--- src/rtl/load_port_arbiter.sv ---
// Load port arbiter: shares one dcache read port between NUM_REQ load FUs.
// One load is in flight at a time. The FSM steps IDLE -> WAIT -> RESP.
// Requests are granted round-robin. A load is abandoned on flush or when
// the dcache has not hit after TIMEOUT cycles of waiting.

`ifndef SYS_XLEN
`define SYS_XLEN 32
`endif

module load_port_arbiter #(
    parameter int NUM_REQ = 2,
    parameter int XLEN    = `SYS_XLEN,
    parameter int TIMEOUT = 255
) (
    input  logic                    clk,
    input  logic                    rst_n,
    input  logic                    flush,
    input  logic [NUM_REQ-1:0]      ld_req,
    input  logic [NUM_REQ*XLEN-1:0] ld_addr,
    output logic [NUM_REQ-1:0]      ld_gnt,
    output logic [NUM_REQ-1:0]      ld_resp_valid,
    output logic [XLEN-1:0]         ld_resp_data,
    output logic                    dc_rd_en,
    output logic [XLEN-1:0]         dc_addr,
    input  logic [XLEN-1:0]         dc_data_in,
    input  logic                    dc_hit,
    output logic                    busy,
    output logic                    timeout_err
);

    localparam int PTR_W = (NUM_REQ > 1) ? $clog2(NUM_REQ) : 1;
    localparam int CNT_W = $clog2(TIMEOUT + 1);
    // Value the wait counter holds during the last WAIT cycle before an abort.
    localparam logic [CNT_W-1:0] CNT_LAST = CNT_W'(TIMEOUT - 1);

    typedef enum logic [1:0] {
        ST_IDLE = 2'd0,
        ST_WAIT = 2'd1,
        ST_RESP = 2'd2
    } state_t;

    state_t             state;
    logic [PTR_W-1:0]   rr_ptr;     // first FU considered at the next arbitration
    logic [PTR_W-1:0]   owner;      // FU whose load is in flight
    logic [CNT_W-1:0]   wait_cnt;   // WAIT cycles already spent without a hit
    logic [XLEN-1:0]    addr_q;     // address of the in-flight load
    logic [XLEN-1:0]    data_q;     // data captured on the dcache hit
    logic [XLEN-1:0]    last_data;  // value of the last delivered response

    logic               pick_valid;
    logic [PTR_W-1:0]   pick_idx;
    logic               resp_fire;

    // Returns (base + offs) mod NUM_REQ. offs is at most NUM_REQ, so one
    // conditional subtraction is enough and no divider is needed.
    function automatic logic [PTR_W-1:0] wrap_idx(input logic [PTR_W-1:0] base,
                                                  input int               offs);
        int sum;
        sum = int'(base) + offs;
        if (sum >= NUM_REQ) begin
            sum = sum - NUM_REQ;
        end
        return PTR_W'(sum);
    endfunction

    // Round-robin search: first requesting FU at or after rr_ptr.
    always_comb begin
        // NOTE: every variable written here gets a default first. Otherwise a
        // path that skips the assignment makes synthesis infer a latch.
        pick_valid = 1'b0;
        pick_idx   = '0;
        for (int k = 0; k < NUM_REQ; k++) begin
            if (!pick_valid && ld_req[wrap_idx(rr_ptr, k)]) begin
                pick_valid = 1'b1;
                pick_idx   = wrap_idx(rr_ptr, k);
            end
        end
    end

    // Grant pulse. It is only raised in IDLE when no flush is present.
    // rst_n gates the grant so that it stays low during reset while requests
    // are still held.
    always_comb begin
        ld_gnt = '0;
        if (rst_n && (state == ST_IDLE) && !flush && pick_valid) begin
            ld_gnt[pick_idx] = 1'b1;
        end
    end

    // The response pulse follows the registered RESP state. A flush in the
    // same cycle suppresses it.
    assign resp_fire = (state == ST_RESP) && !flush;

    // Response routing to the owner. Between responses the data port shows
    // the last delivered value.
    always_comb begin
        ld_resp_valid = '0;
        if (resp_fire) begin
            ld_resp_valid[owner] = 1'b1;
        end
    end

    assign ld_resp_data = resp_fire ? data_q : last_data;

    // The dcache port is driven only while waiting. It is zero otherwise.
    assign dc_rd_en = (state == ST_WAIT);
    assign dc_addr  = (state == ST_WAIT) ? addr_q : '0;
    assign busy     = (state != ST_IDLE);

    // Main FSM: arbitration, dcache wait, response, timeout and flush handling.
    always_ff @(posedge clk or negedge rst_n) begin
        if (!rst_n) begin
            // Address and data holding registers are reset as well. Their
            // contents reach output ports, and those ports must read zero
            // after reset.
            state       <= ST_IDLE;
            rr_ptr      <= '0;
            owner       <= '0;
            wait_cnt    <= '0;
            addr_q      <= '0;
            data_q      <= '0;
            last_data   <= '0;
            timeout_err <= 1'b0;
        end else begin
            // NOTE: sequential state uses non-blocking assignments only. That
            // way every register samples the values from before this edge.
            timeout_err <= 1'b0;
            if (flush) begin
                // Squash: drop the in-flight load and leave rr_ptr alone, so
                // the same FU wins again if it still requests.
                state <= ST_IDLE;
            end else begin
                case (state)
                    ST_IDLE: begin
                        if (pick_valid) begin
                            owner    <= pick_idx;
                            addr_q   <= ld_addr[int'(pick_idx)*XLEN +: XLEN];
                            wait_cnt <= '0;
                            state    <= ST_WAIT;
                        end
                    end
                    ST_WAIT: begin
                        if (dc_hit) begin
                            data_q <= dc_data_in;
                            state  <= ST_RESP;
                        end else if (wait_cnt == CNT_LAST) begin
                            // TIMEOUT miss cycles have passed: abort and
                            // move past this owner.
                            timeout_err <= 1'b1;
                            rr_ptr      <= wrap_idx(owner, 1);
                            state       <= ST_IDLE;
                        end else begin
                            wait_cnt <= wait_cnt + 1'b1;
                        end
                    end
                    ST_RESP: begin
                        last_data <= data_q;
                        rr_ptr    <= wrap_idx(owner, 1);
                        state     <= ST_IDLE;
                    end
                    default: begin
                        state <= ST_IDLE;
                    end
                endcase
            end
        end
    end

endmodule

--- config.mk ---
export PLATFORM = sky130hd
export DESIGN_NAME = load_port_arbiter
export DESIGN_NICKNAME = d
export VERILOG_FILES = /design/src/rtl/load_port_arbiter.sv
export SDC_FILE = /design/constraint.sdc
export NUM_CORES = 1
export LEC_CHECK = 0
export CAP_MARGIN = 20
export CORE_UTILIZATION = 35
export CTS_BUF_LIST = sky130_fd_sc_hd__clkbuf_16
export CTS_CLUSTER_SIZE = 24
export DETAILED_ROUTE_END_ITERATION = 12
export PLACE_DENSITY = 0.66
export RECOVER_POWER = 25
export SYNTH_ARGS = -nofsm -noshare
export SYNTH_HDL_FRONTEND = slang
export SYNTH_SLANG_ARGS = --single-unit
export TNS_END_PERCENT = 20
--- constraint.sdc ---
create_clock -name clk -period 1.6 [get_ports clk]
set_input_delay 0.16 -clock clk [delete_from_list [all_inputs] [get_ports clk]]
set_output_delay 0.16 -clock clk [all_outputs]
set_load 0.05 [all_outputs]
**Word level (Yosys, flattened, before mapping)**

Index checks and enable logic that the tools add are counted.
Widths: inputs -> output; s select.

- Add/subtract/negate cells: 6
- Multipliers: 0
- Divide/modulo/power cells: 0
- Order comparisons: 9
- Equality and inequality tests: 9
- Shift operators: 1
- Multiplexer cells: 35
- Bitwise logic cells: 1
- Reductions and logical operators: 19

Operators with widths:

| operator | count |
|---|---|
| $mux 32 | 2 |
| $shiftx 64x7->32 | 1 |
| $mux 8 | 3 |
| $mux 1 | 19 |
| $pmux 8 s2 | 1 |
| $mux 2 | 6 |
| $add 8x1->8 const B | 1 |
| $eq 8x8->1 const B | 1 |
| $lt 1x2->1 const B | 4 |
| $logic_and 1x1->1 | 7 |
| $ne 2x2->1 const B | 3 |
| $reduce_and 3->1 | 2 |
| $reduce_bool 2->1 | 3 |
| $reduce_and 5->1 | 1 |
| $add 1x1->2 const B | 2 |
| $ge 2x2->1 const B | 2 |
| $ne 4x2->1 const B | 1 |
| $pmux 2 s2 | 1 |
| $reduce_and 2->1 | 2 |
| $reduce_and 4->1 | 1 |
| $ne 3x3->1 const B | 1 |
| $sub 1x1->1 const B | 3 |
| $demux 1 s1 | 2 |
| $eq 2x1->1 const B | 1 |
| 8 further kinds | 10 |

- Register bits after elaboration: 109
- Bits in latches: 0
- Memory bits (writable): 0
- Memory bits (read-only): 0
- Input port bits: 102
- Output and inout bits: 71
- Word-level logic and storage cells: 88
- Memories kept: 0

**Longest topological paths before layout**

- Word-level depth: 13
- Depth in mapped cells: 6
- Mapped depth without buffers: 6

**Worst setup path after synthesis**

Ideal clock, no wire load.

- Kind: reg2out
- Start: register state[1]
- End: output dc_addr[22]
- Data arrival time: 1.953 ns
- Required time: 1.440 ns
- Slack: -0.513 ns
- Stages on the path, launching flop included: 6
- Path buffers: 2
- Cell sequence: dfrtp_1 > nand2b_1 > inv_1 > clkbuf_1 > clkbuf_1 > and2_1

- Cells in the longest elaborated chain, start to end: 2

RTL lines:

| element | line | text |
|---|---|---|
| start: declaration | 42 | `state_t state;` |
| start signal: assignment | 116 | `state <= ST_IDLE;` |
| start signal: assignment | 131 | `state <= ST_IDLE;` |
| start signal: assignment | 139 | `state <= ST_WAIT;` |
| $eq 2x1->1 | -- |  |
| named net dc_rd_en | 23 | `output logic dc_rd_en,` |
| $mux 32 | 107 | `assign dc_addr = (state == ST_WAIT) ? addr_q : '0;` |
| end: declaration | 24 | `output logic [XLEN-1:0] dc_addr,` |

The timed path passes the listed nets, and every way through them passes these cells.

**Worst setup path after layout**

- Start: register state[0]
- End: output ld_resp_data[27]

- Cells in the longest elaborated chain, start to end: 3

RTL lines:

| element | line | text |
|---|---|---|
| $eq 2x2->1 | 92 | `assign resp_fire = (state == ST_RESP) && !flush;` |
| $logic_and 1x1->1 | 92 |  |
| $mux 32 | 103 | `assign ld_resp_data = resp_fire ? data_q : last_data;` |
| end: declaration | 22 | `output logic [XLEN-1:0] ld_resp_data,` |

No other way between the ends.

==> results.json <==
{
  "outcome": "complete, but fails checks",
  "violations": "negative setup slack",
  "cts_sinks": 109,
  "io_pins": 173,
  "clock.fmax_mhz": 481,
  "numCtsBuffers": 9,
  "min_from": "dc_data_in[25]",
  "htree_levels": 3,
  "slew_headroom_pct": 42.2,
  "tightestPinTransition_ns": 0.867,
  "antenna_left": 0,
  "timing.final.hold_violations": 0,
  "clkPwrFrac_pct": 17.1,
  "slew_violations": 0,
  "drive_gt1_share_pct": 38.5,
  "synth_common_cells": "109 x dfrtp_1, 64 x mux2_2, 38 x nand2_1, 38 x o21ai_0, 33 x and2_1",
  "layout_setup_ws_ns": -0.478,
  "fin_area_sq_mm": 0.00791,
  "grtUsageTotal_pct": 16.8,
  "synth_cells": 385,
  "hold_depth": 2,
  "fp.dieH_um": 118,
  "syn2layout_area_growth_pct": 66.4,
  "antenna_found_initial": 0,
  "finalPower_w": 0.0116,
  "startpoint_type": "flip-flop",
  "maxCapViolCount": 0,
  "drt-wirelength-per-cell_um": 15.8,
  "rows": 42,
  "rr_startpoint": "state[1]$_DFFE_PN0P_",
  "reg2regPathDepth": 5,
  "combPwrFrac_pct": 48.3,
  "avgSynthCellArea_sq_um": 12.3,
  "seqPwrFrac_pct": 34.6,
  "hp-class": "input pin to flip-flop",
  "path_class": "flip-flop to output pin",
  "timing.final.crit_period_ns": 2.08,
  "p_int_w": 0.00729,
  "die-area_sq_mm": 0.0140,
  "synth_edf_count": 0,
  "die_x_um": 118,
  "overflow": 0,
  "first_pass_iters": 4,
  "p_leak_nw": 3.58,
  "power_density_mw_per_mm2": 1460,
  "drt_wl_total_um": 11900,
  "async_reset_ff_share_pct": 100,
  "whs_ns": 0.420,
  "yosys_most_used_dff": "dfrtp_1",
  "clock_skew_ns": 0.00643,
  "power.switching_w": 0.00427,
  "grt_max_degree": 66,
  "clock_latency_ns": 0.34,
  "route.detailed.drc": 0,
  "nFillCells": 1076,
  "routed-via-count": 3580,
  "layout_worst_path_cycle_share_pct": 130,
  "clk_pin_slew_ns": 0.07,
  "synth_fp_nets": 489,
  "grt_first_pass_wirelength_um": 18600,
  "drt_iter0_drc": 116,
  "viasPerCell": 4.75,
  "io_buffers": 172,
  "endpoint_kind": "output pin",
  "syn_area_sq_mm": 0.00475,
  "ir_worst_vdd_v": 0.00122,
  "cp.required_ns": 1.44,
  "start_util_pct": 35.9,
  "grt_pass1_vias": 3746,
  "path_max_fanout": 8,
  "synth_top_area_share_pct": 57.4,
  "ys_top_cells_by_area": "dfrtp_1 57%, mux2_2 15%, mux2i_1 6.7%, and2_1 4.3%, o21ai_0 4.0%",
  "post-dp-hpwl_um": 8300,
  "diodes": 0,
  "arrival_ns": 1.92,
  "post_dp_cell_area_sq_mm": 0.00725,
  "core-area_sq_mm": 0.0132,
  "cts.path.max_buffers": 2,
  "hold_end": "data_q[25]$_DFFE_PN0P_",
  "crit_path_start": "state[0]$_DFFE_PN0P_",
  "setup_viol_count_final": 105,
  "r2r_slack_ns": -0.08,
  "synth_most_common_cell": "dfrtp_1",
  "cts_root_buffer": "clkbuf_16",
  "nets": 676,
  "ys_seq_elements": 109,
  "synth_top_area_cell": "dfrtp_1",
  "place.gp.congestion": 0.805,
  "sw_frac_of_total_pct": 37.0,
  "r2r_end": "wait_cnt[5]$_DFFE_PN0P_",
  "yosys_warnings": 0,
  "ys_seq_area_share_pct": 57.4,
  "rsz0062_at_grt": "true",
  "yosysUniqueCellTypes": 33,
  "cts_tree": "built"
}
[worst max-delay path, stage by stage (launching register included)]
cell and delay (ns):
dfrtp_1 0.38, or2b_1 0.27, nor2_4 0.13, buf_12 0.14
clkbuf_16 0.17, mux2_4 0.32, buf_6 0.16
[cells by family after synthesis]
group                    count (synthesis)  synth area share, %
multiplexers                            96                 21.9
flip-flops                             109                 57.4
AO/OA/AOI/OAI                           58                 7.48
AND/OR/NAND/NOR                         91                 9.98
adder cells (fa/ha/maj)                  2                0.527
buffers and inverters                   29                 2.66
[what timing repair did]
action / CTS / global route
gates resized for setup: 38 / 54
hold buffers: 1 / 0
cloned: 0 / 3
setup buffers: 0 / 1
hold endpoints to repair: 109 / 0
pin swaps: 25 / 4
setup endpoints to repair: 109 / 137
[flip-flops by register name, indices dropped and copies added (netlist names)]
register     count
data_q          32
addr_q          32
last_data       32
timeout_err      1
owner            1
wait_cnt         8
state            2
rr_ptr           1
[metal layers]
metal / global-route usage (%) / share of wire, % / vias to the layer above
li1: - / - / 1715
met1: 20.8 / 43 / 1696
met2: 27.1 / 46 / 158
met3: 6.90 / 10 / 11
met4: 4.27 / 0.76 / 0
met5: 0 / 0 / -
[metrics by stage]
step,std cells,utilization (%),TNS (ns),setup slack (ns)
after detailed placement,732,54.8,-26.88,-0.339
after CTS,749,57.6,-22.49,-0.522
final,753,59.7,-21.64,-0.478
after floorplan,385,-,-4.03,-0.154
after global placement,732,54.8,-23.61,-0.289
after global routing,753,59.7,-29.43,-0.549
[worst max-delay path by stage]
stage | slack (ns) | depth (start not counted) | end
finish | -0.48 | 6 | ld_resp_data[27]
global route | -0.55 | 6 | ld_resp_data[27]
CTS | -0.52 | 5 | ld_resp_data[9]
detailed placement | -0.34 | 5 | wait_cnt[7]$_DFFE_PN0P_
global placement | -0.29 | 5 | wait_cnt[5]$_DFFE_PN0P_
floorplan | -0.15 | 5 | dc_addr[22]
[power by group through the flow]
| stage | logic, W | clock network, W | registers [W] |
|---|---|---|---|
| 2_1_floorplan | 0.00310 | 0 | 0.00390 |
| 3_3_place_gp | 0.00497 | 0 | 0.00397 |
| 3_5_place_dp | 0.00505 | 0 | 0.00403 |
| 4_1_cts | 0.00520 | 0.00205 | 0.00399 |
| 5_1_grt | 0.00586 | 0.00218 | 0.00411 |
| 6_report | 0.00558 | 0.00197 | 0.00400 |
[cell type report]
class | count | area, sq um | area share [%]
Timing Repair Buffer | 200 | 2510 | 31.8
Sequential cell | 109 | 2730 | 34.5
Multi-Input combinational cell | 247 | 2170 | 27.4
Clock buffer | 9 | 225 | 2.85
Inverter | 5 | 21.3 | 0.269
Tap cell | 176 | 220 | 2.79
Clock inverter | 7 | 33.8 | 0.427
[layout by cell type (no fill, tap or decap), types with 5 or more instances in the layout]
master	n
and2_2	6
inv_1	5
and2_4	24
nand2_1	37
o21ai_0	35
clkbuf_16	11
nand3_1	5
mux2i_1	32
buf_6	26
a31oi_1	6
mux2_2	31
buf_4	18
mux2_4	33
a21oi_1	5
dfrtp_1	109
clkdlybuf4s50_1	100
buf_12	49
Note: power is estimated with default switching activity, not from simulation.
